==> src/rtl/fetch_unit_pkg.sv <==
// Shared fetch-path constants and the fetch-entry record.
// Both the fetch unit and its queue import this package.
package fetch_unit_pkg;

  localparam int DEF_PC_WIDTH    = 8;
  localparam int DEF_INSTR_WIDTH = 32;

  typedef struct packed {
    logic [DEF_PC_WIDTH-1:0]    pc;
    logic [DEF_INSTR_WIDTH-1:0] instr;
  } fetch_entry_t;

endpackage

==> src/rtl/fetch_queue.sv <==
// Synchronous FIFO with flush, simultaneous push/pop and an occupancy count.
// Flush wins over push/pop. Storage is not reset; only the pointers and count are.
module fetch_queue
  import fetch_unit_pkg::*;
#(
  parameter int DATA_W = DEF_PC_WIDTH + DEF_INSTR_WIDTH,
  parameter int DEPTH  = 4
) (
  input  logic                   clk,
  input  logic                   reset_n,
  input  logic                   flush,
  input  logic                   push,
  input  logic                   pop,
  input  logic [DATA_W-1:0]      wdata,
  output logic [DATA_W-1:0]      rdata,
  output logic [$clog2(DEPTH):0] count
);

  localparam int PTR_W = $clog2(DEPTH);

  logic [DATA_W-1:0] mem [DEPTH];
  logic [PTR_W-1:0]  head, tail;

  // Power-of-two depth lets the pointers wrap by natural overflow.
  always_ff @(posedge clk or negedge reset_n) begin
    if (!reset_n) begin
      head  <= '0;
      tail  <= '0;
      count <= '0;
    end else if (flush) begin
      head  <= '0;
      tail  <= '0;
      count <= '0;
    end else begin
      if (push) tail <= tail + PTR_W'(1);
      if (pop)  head <= head + PTR_W'(1);
      case ({push, pop})
        2'b10:   count <= count + 1'b1;
        2'b01:   count <= count - 1'b1;
        default: count <= count;
      endcase
    end
  end

  always_ff @(posedge clk) begin
    if (push && !flush) mem[tail] <= wdata;
  end

  assign rdata = mem[head];

endmodule

==> src/rtl/fetch_unit.sv <==
// Instruction fetch front end: owns the PC, reads external imem combinationally
// and buffers {pc, instr} pairs in a small queue for the decode stage.
module fetch_unit
  import fetch_unit_pkg::*;
#(
  parameter int                   PC_WIDTH    = DEF_PC_WIDTH,
  parameter int                   INSTR_WIDTH = DEF_INSTR_WIDTH,
  parameter int                   QUEUE_DEPTH = 4,
  parameter logic [PC_WIDTH-1:0]  RESET_PC    = '0
) (
  input  logic                         clk,
  input  logic                         reset_n,
  input  logic                         stall,
  input  logic                         redirect_valid,
  input  logic [PC_WIDTH-1:0]          redirect_pc,
  output logic [PC_WIDTH-1:0]          imem_addr,
  input  logic [INSTR_WIDTH-1:0]       imem_data,
  output logic                         out_valid,
  input  logic                         out_ready,
  output logic [INSTR_WIDTH-1:0]       out_instr,
  output logic [PC_WIDTH-1:0]          out_pc,
  output logic [$clog2(QUEUE_DEPTH):0] count
);

  localparam int CNT_W = $clog2(QUEUE_DEPTH) + 1;
  localparam logic [CNT_W-1:0] FULL = CNT_W'(QUEUE_DEPTH);

  typedef struct packed {
    logic [PC_WIDTH-1:0]    pc;
    logic [INSTR_WIDTH-1:0] instr;
  } entry_t;

  logic [PC_WIDTH-1:0] pc;
  logic                push, pop;
  entry_t              wr_entry, head_entry;

  // Redirect blanks the head so a stale entry is never consumed in the flush cycle.
  assign out_valid = (count != '0) && !redirect_valid;
  assign pop       = out_valid && out_ready;
  // A pop frees a slot this cycle, so a full queue can still accept a fetch.
  assign push      = !redirect_valid && !stall && ((count < FULL) || pop);

  assign imem_addr = pc;
  assign wr_entry  = '{pc: pc, instr: imem_data};

  always_ff @(posedge clk or negedge reset_n) begin
    if (!reset_n)            pc <= RESET_PC;
    else if (redirect_valid) pc <= redirect_pc;
    else if (push)           pc <= pc + PC_WIDTH'(1);
  end

  fetch_queue #(
    .DATA_W (PC_WIDTH + INSTR_WIDTH),
    .DEPTH  (QUEUE_DEPTH)
  ) u_queue (
    .clk     (clk),
    .reset_n (reset_n),
    .flush   (redirect_valid),
    .push    (push),
    .pop     (pop),
    .wdata   (wr_entry),
    .rdata   (head_entry),
    .count   (count)
  );

  assign out_pc    = head_entry.pc;
  assign out_instr = head_entry.instr;

endmodule

==> config.mk <==
export PLATFORM = sky130hd
export DESIGN_NAME = fetch_unit
export DESIGN_NICKNAME = d
export VERILOG_FILES = /design/src/rtl/fetch_unit_pkg.sv /design/src/rtl/fetch_queue.sv /design/src/rtl/fetch_unit.sv
export SDC_FILE = /design/constraint.sdc
export NUM_CORES = 1
export LEC_CHECK = 0
export BUFFER_PORTS_ARGS = -buffer_cell sky130_fd_sc_hd__buf_2
export CAP_MARGIN = 5
export CORE_MARGIN = 1
export CORE_UTILIZATION = 55
export DETAILED_ROUTE_END_ITERATION = 12
export PLACE_DENSITY = 0.83
export SLEW_MARGIN = 0
export SYNTH_ARGS = -nofsm -noshare
export SYNTH_HDL_FRONTEND = slang
export SYNTH_HIERARCHICAL = 1
export SYNTH_SLANG_ARGS = --single-unit
==> constraint.sdc <==
create_clock -name clk -period 6.68 [get_ports clk]
set_clock_uncertainty 0.05 [all_clocks]
set_input_delay 0.334 -clock clk [delete_from_list [all_inputs] [get_ports clk]]
set_output_delay 0.334 -clock clk [all_outputs]
set_load 0.01 [all_outputs]
==> flow_summary_export.csv <==
group,metric,value,unit
status,status,"completed",
drt,ant_nets,0,
drt,wl_per_cell,20.5,um
global_routing,grt_overflow,0,
worst_hold_path,timing.hold.worst.class,"input port to flip-flop",
yosys,syn_inst,308,
global_routing,grt_pass1_vias,3386,
timing,timing_hold_violations_final,0,
setup_path,r2r-start,"u_queue/count[2]$_DFFE_PN0P_",
setup_path,critPathArrivalTime,2.93,ns
floorplanning,die_h,113,um
global_routing,antenna_found_initial,1,
drt,drt_iter0_drc,260,
floorplanning,io_pins,97,
timing,setup_ws,3.74,ns
clock_tree,cts_setup_buffers,0,
drt,drt_wl_total,11700,um
run,cap_violations,0,
setup_path,startpoint_type,"flip-flop",
clock_tree,clock_latency,0.43,ns
yosys,synth_seq_cells,175,
timing,fin_crit_sh,0.441,
timing,max_slew_margin,0.272,
yosys,ys_seq_area_frac,0.761,
power_and_ir_drop,powerDensity,301,nW/um^2
timing,tns,0,ns
finish,nets,460,
placement,placed_cell_area,7340,um^2
drt,dr.pass1.iters,5,
placement,gp_congestion,0.818,
drt,via_count,3218,
timing,slew_viol_final,0,
placement,io_buffer_count,96,
clock_tree,cts.clk_slew.worst_paths,0.06,ns
clock_tree,cts_tree,"done",
clock_tree,cts_root_buf,"clkbuf_16",
yosys,syn_avg_cell_area,22.1,um^2
timing,worst_pin_slew,1.09,ns
setup_path,reg2reg_depth,4,
yosys,syn-cell-area,6810,um^2
finish,final_core_util,0.661,
setup_path,worstSetupEndpointType,"flip-flop",
setup_path,cp.required,6.67,ns
clock_tree,cts_max_level,4,
global_routing,grt_pass1_wl,18100,um
timing,setup_violations,0,
finish,fin_area,7940,um^2
finish,final_layout_size_suffix_gt1_frac,0.410,
clock_tree,cts-buffers-inserted,17,
setup_path,critPathMaxFanout,40,
placement,dp_slack,3.68,ns
floorplanning,initial_core_util,0.567,
setup_path,reg2reg_to,"u_queue/mem[0][5]$_DFFE_PP_",
global_routing,grt_max_degree,42,
global_routing,grt_usage,0.201,
yosys,syn_nets,359,
yosys,synthFlopType,"edfxtp_1",
drt,drc,0,
clock_tree,cts_buffer_depth,2,
floorplanning,rows,40,
placement,place_hpwl,6790,um
yosys,async_flop_share,0.0857,
yosys,yosysTopAreaCellShare,0.706,
power_and_ir_drop,ir_drop,0.190,mV
finish,area.growth.synth_to_final,16.6,%
floorplanning,floorplan.die_area,12800,um^2
yosys,synth-edff-count,160,
yosys,yosys.area.top_type,"edfxtp_1",
drt,vias_per_cell,5.65,
timing,rsz0062_at_grt,"false",
setup_path,crit_start,"u_queue/count[2]$_DFFE_PN0P_",
clock_tree,cts.sinks,175,
power_and_ir_drop,leakagePower,2.73,nW
setup_path,regToRegSetupSlack,3.74,ns
yosys,synth_area_leaders,"edfxtp_1 (71%), mux4_2 (13%), dfrtp_1 (5.5%), buf_12 (1.2%), xnor2_1 (1.2%)",
yosys,ys_types,30,
timing,min_period,2.94,ns
floorplanning,die_x,113,um
yosys,ys_warn_count,6,
setup_path,crit_path_end,"u_queue/mem[0][5]$_DFFE_PP_",
setup_path,crit_type,"flip-flop to flip-flop",
timing,fmax,340,MHz
floorplanning,core,12000,um^2
==> cells in the final DEF (no fill, tap or decap), drive strengths merged, types with 2 or more instances in the layout <==
cell | netlist | routed
nor3b | 3 | 3
clkbuf | 4 | 27
edfxtp | 160 | 160
nor3 | 6 | 6
xnor2 | 9 | 9
dfrtp | 15 | 15
nor2 | 8 | 8
nand4 | 2 | 2
buf | 12 | 97
mux2i | 4 | 4
inv | 2 | 2
clkinv | 0 | 4
nand2 | 10 | 10
and2 | 5 | 5
xor2 | 2 | 2
nor4b | 2 | 2
o21ai | 8 | 8
nor2b | 4 | 4
nand3 | 3 | 3
ha | 5 | 5
mux4 | 40 | 40
==> critical path, cell delays in order, from the launching register on <==
cell and delay [ns]:
dfrtp_1 0.41, nor2b_4 0.19, nor3_1 0.64, nor2b_1 0.32, and2_2 0.92
==> worst min path at each step <==
stage	start	end	slack [ns]	depth (start not counted)
detailed placement	reset_n	u_queue/count[0]$_DFFE_PN0P_	0.20	1
global placement	reset_n	u_queue/count[0]$_DFFE_PN0P_	0.21	1
CTS	imem_data[19]	u_queue/mem[1][19]$_DFFE_PP_	0.06	1
global route	imem_data[19]	u_queue/mem[2][19]$_DFFE_PP_	0.06	1
floorplan	reset_n	imem_addr[0]$_DFFE_PN0P_	-0.01	0
finish	imem_data[30]	u_queue/mem[3][30]$_DFFE_PP_	0.07	1
==> report_power, final <==
| part | switching [W] | internal, W | leakage, nW |
|---|---|---|---|
| clock network | 0.000373 | 0.000585 | 0.291 |
| registers | 0.0000259 | 0.00123 | 1.63 |
| logic | 0.0000938 | 0.0000880 | 0.804 |
==> state kept, by name, indices dropped and copies added, names as in the netlist <==
name / cells
u_queue/head: 2
u_queue/tail: 2
u_queue/count: 3
u_queue/mem: 160
imem_addr: 8
==> cell type report <==
cell class                 instances  area (um^2)
clock inverter                     5         50.0
clock buffer                      27          536
antenna                            1         2.50
timing repair buffer              98          498
tap                              147          184
fill                             786         4080
inverter                           2         7.51
sequential                       175         5180
multi-input combinational        115         1480
==> logic make-up (layout without fill, tap and decap cells) <==
| group | after synthesis | after routing | share of synthesized area |
|---|---|---|---|
| simple gates | 45 | 45 | 0.0434 |
| compound gates | 9 | 9 | 0.00699 |
| flops | 175 | 175 | 0.761 |
| mux | 44 | 44 | 0.139 |
| fa+ha+maj | 6 | 6 | 0.0121 |
| buf+inv | 18 | 132 | 0.0228 |
| other cells | 0 | 1 | 0 |
| xor+xnor | 11 | 11 | 0.0142 |
==> Yosys cell counts (4+ instances only) <==
cell      count
and2_1        5
buf_12        4
buf_2         6
clkbuf_1      4
dfrtp_1      15
edfxtp_1    160
ha_1          5
mux2i_1       4
mux4_2       38
nand2_1      10
nor2_1        8
nor3_1        6
o21ai_0       4
o21ai_1       4
xnor2_1       9
==> metal layers <==
| layer | GRT usage | wire (um) | vias to the layer above |
|---|---|---|---|
| li1 | - | - | 1455 |
| met1 | 0.242 | 4810 | 1641 |
| met2 | 0.326 | 6040 | 106 |
| met3 | 0.0659 | 628 | 16 |
| met4 | 0.106 | 234 | 0 |
| met5 | 0 | 0 | - |
==> per-stage QoR <==
stage,instances,hold slack (ns),power [W]
floorplan,308,-0.0116,0.00139
global placement,536,0.208,0.00145
detailed placement,536,0.204,0.00146
CTS,569,0.0580,0.00241
global route,569,0.0566,0.00247
finish,570,0.0674,0.00239
==> what timing repair did <==
| item | CTS | global route |
|---|---|---|
| hold buffers | 1 | 0 |
| hold endpoints to repair | 15 | 0 |
| resized for setup | 0 | 0 |
| endpoints found under the setup margin | 0 | 0 |
(Power assumes the default switching activity.)
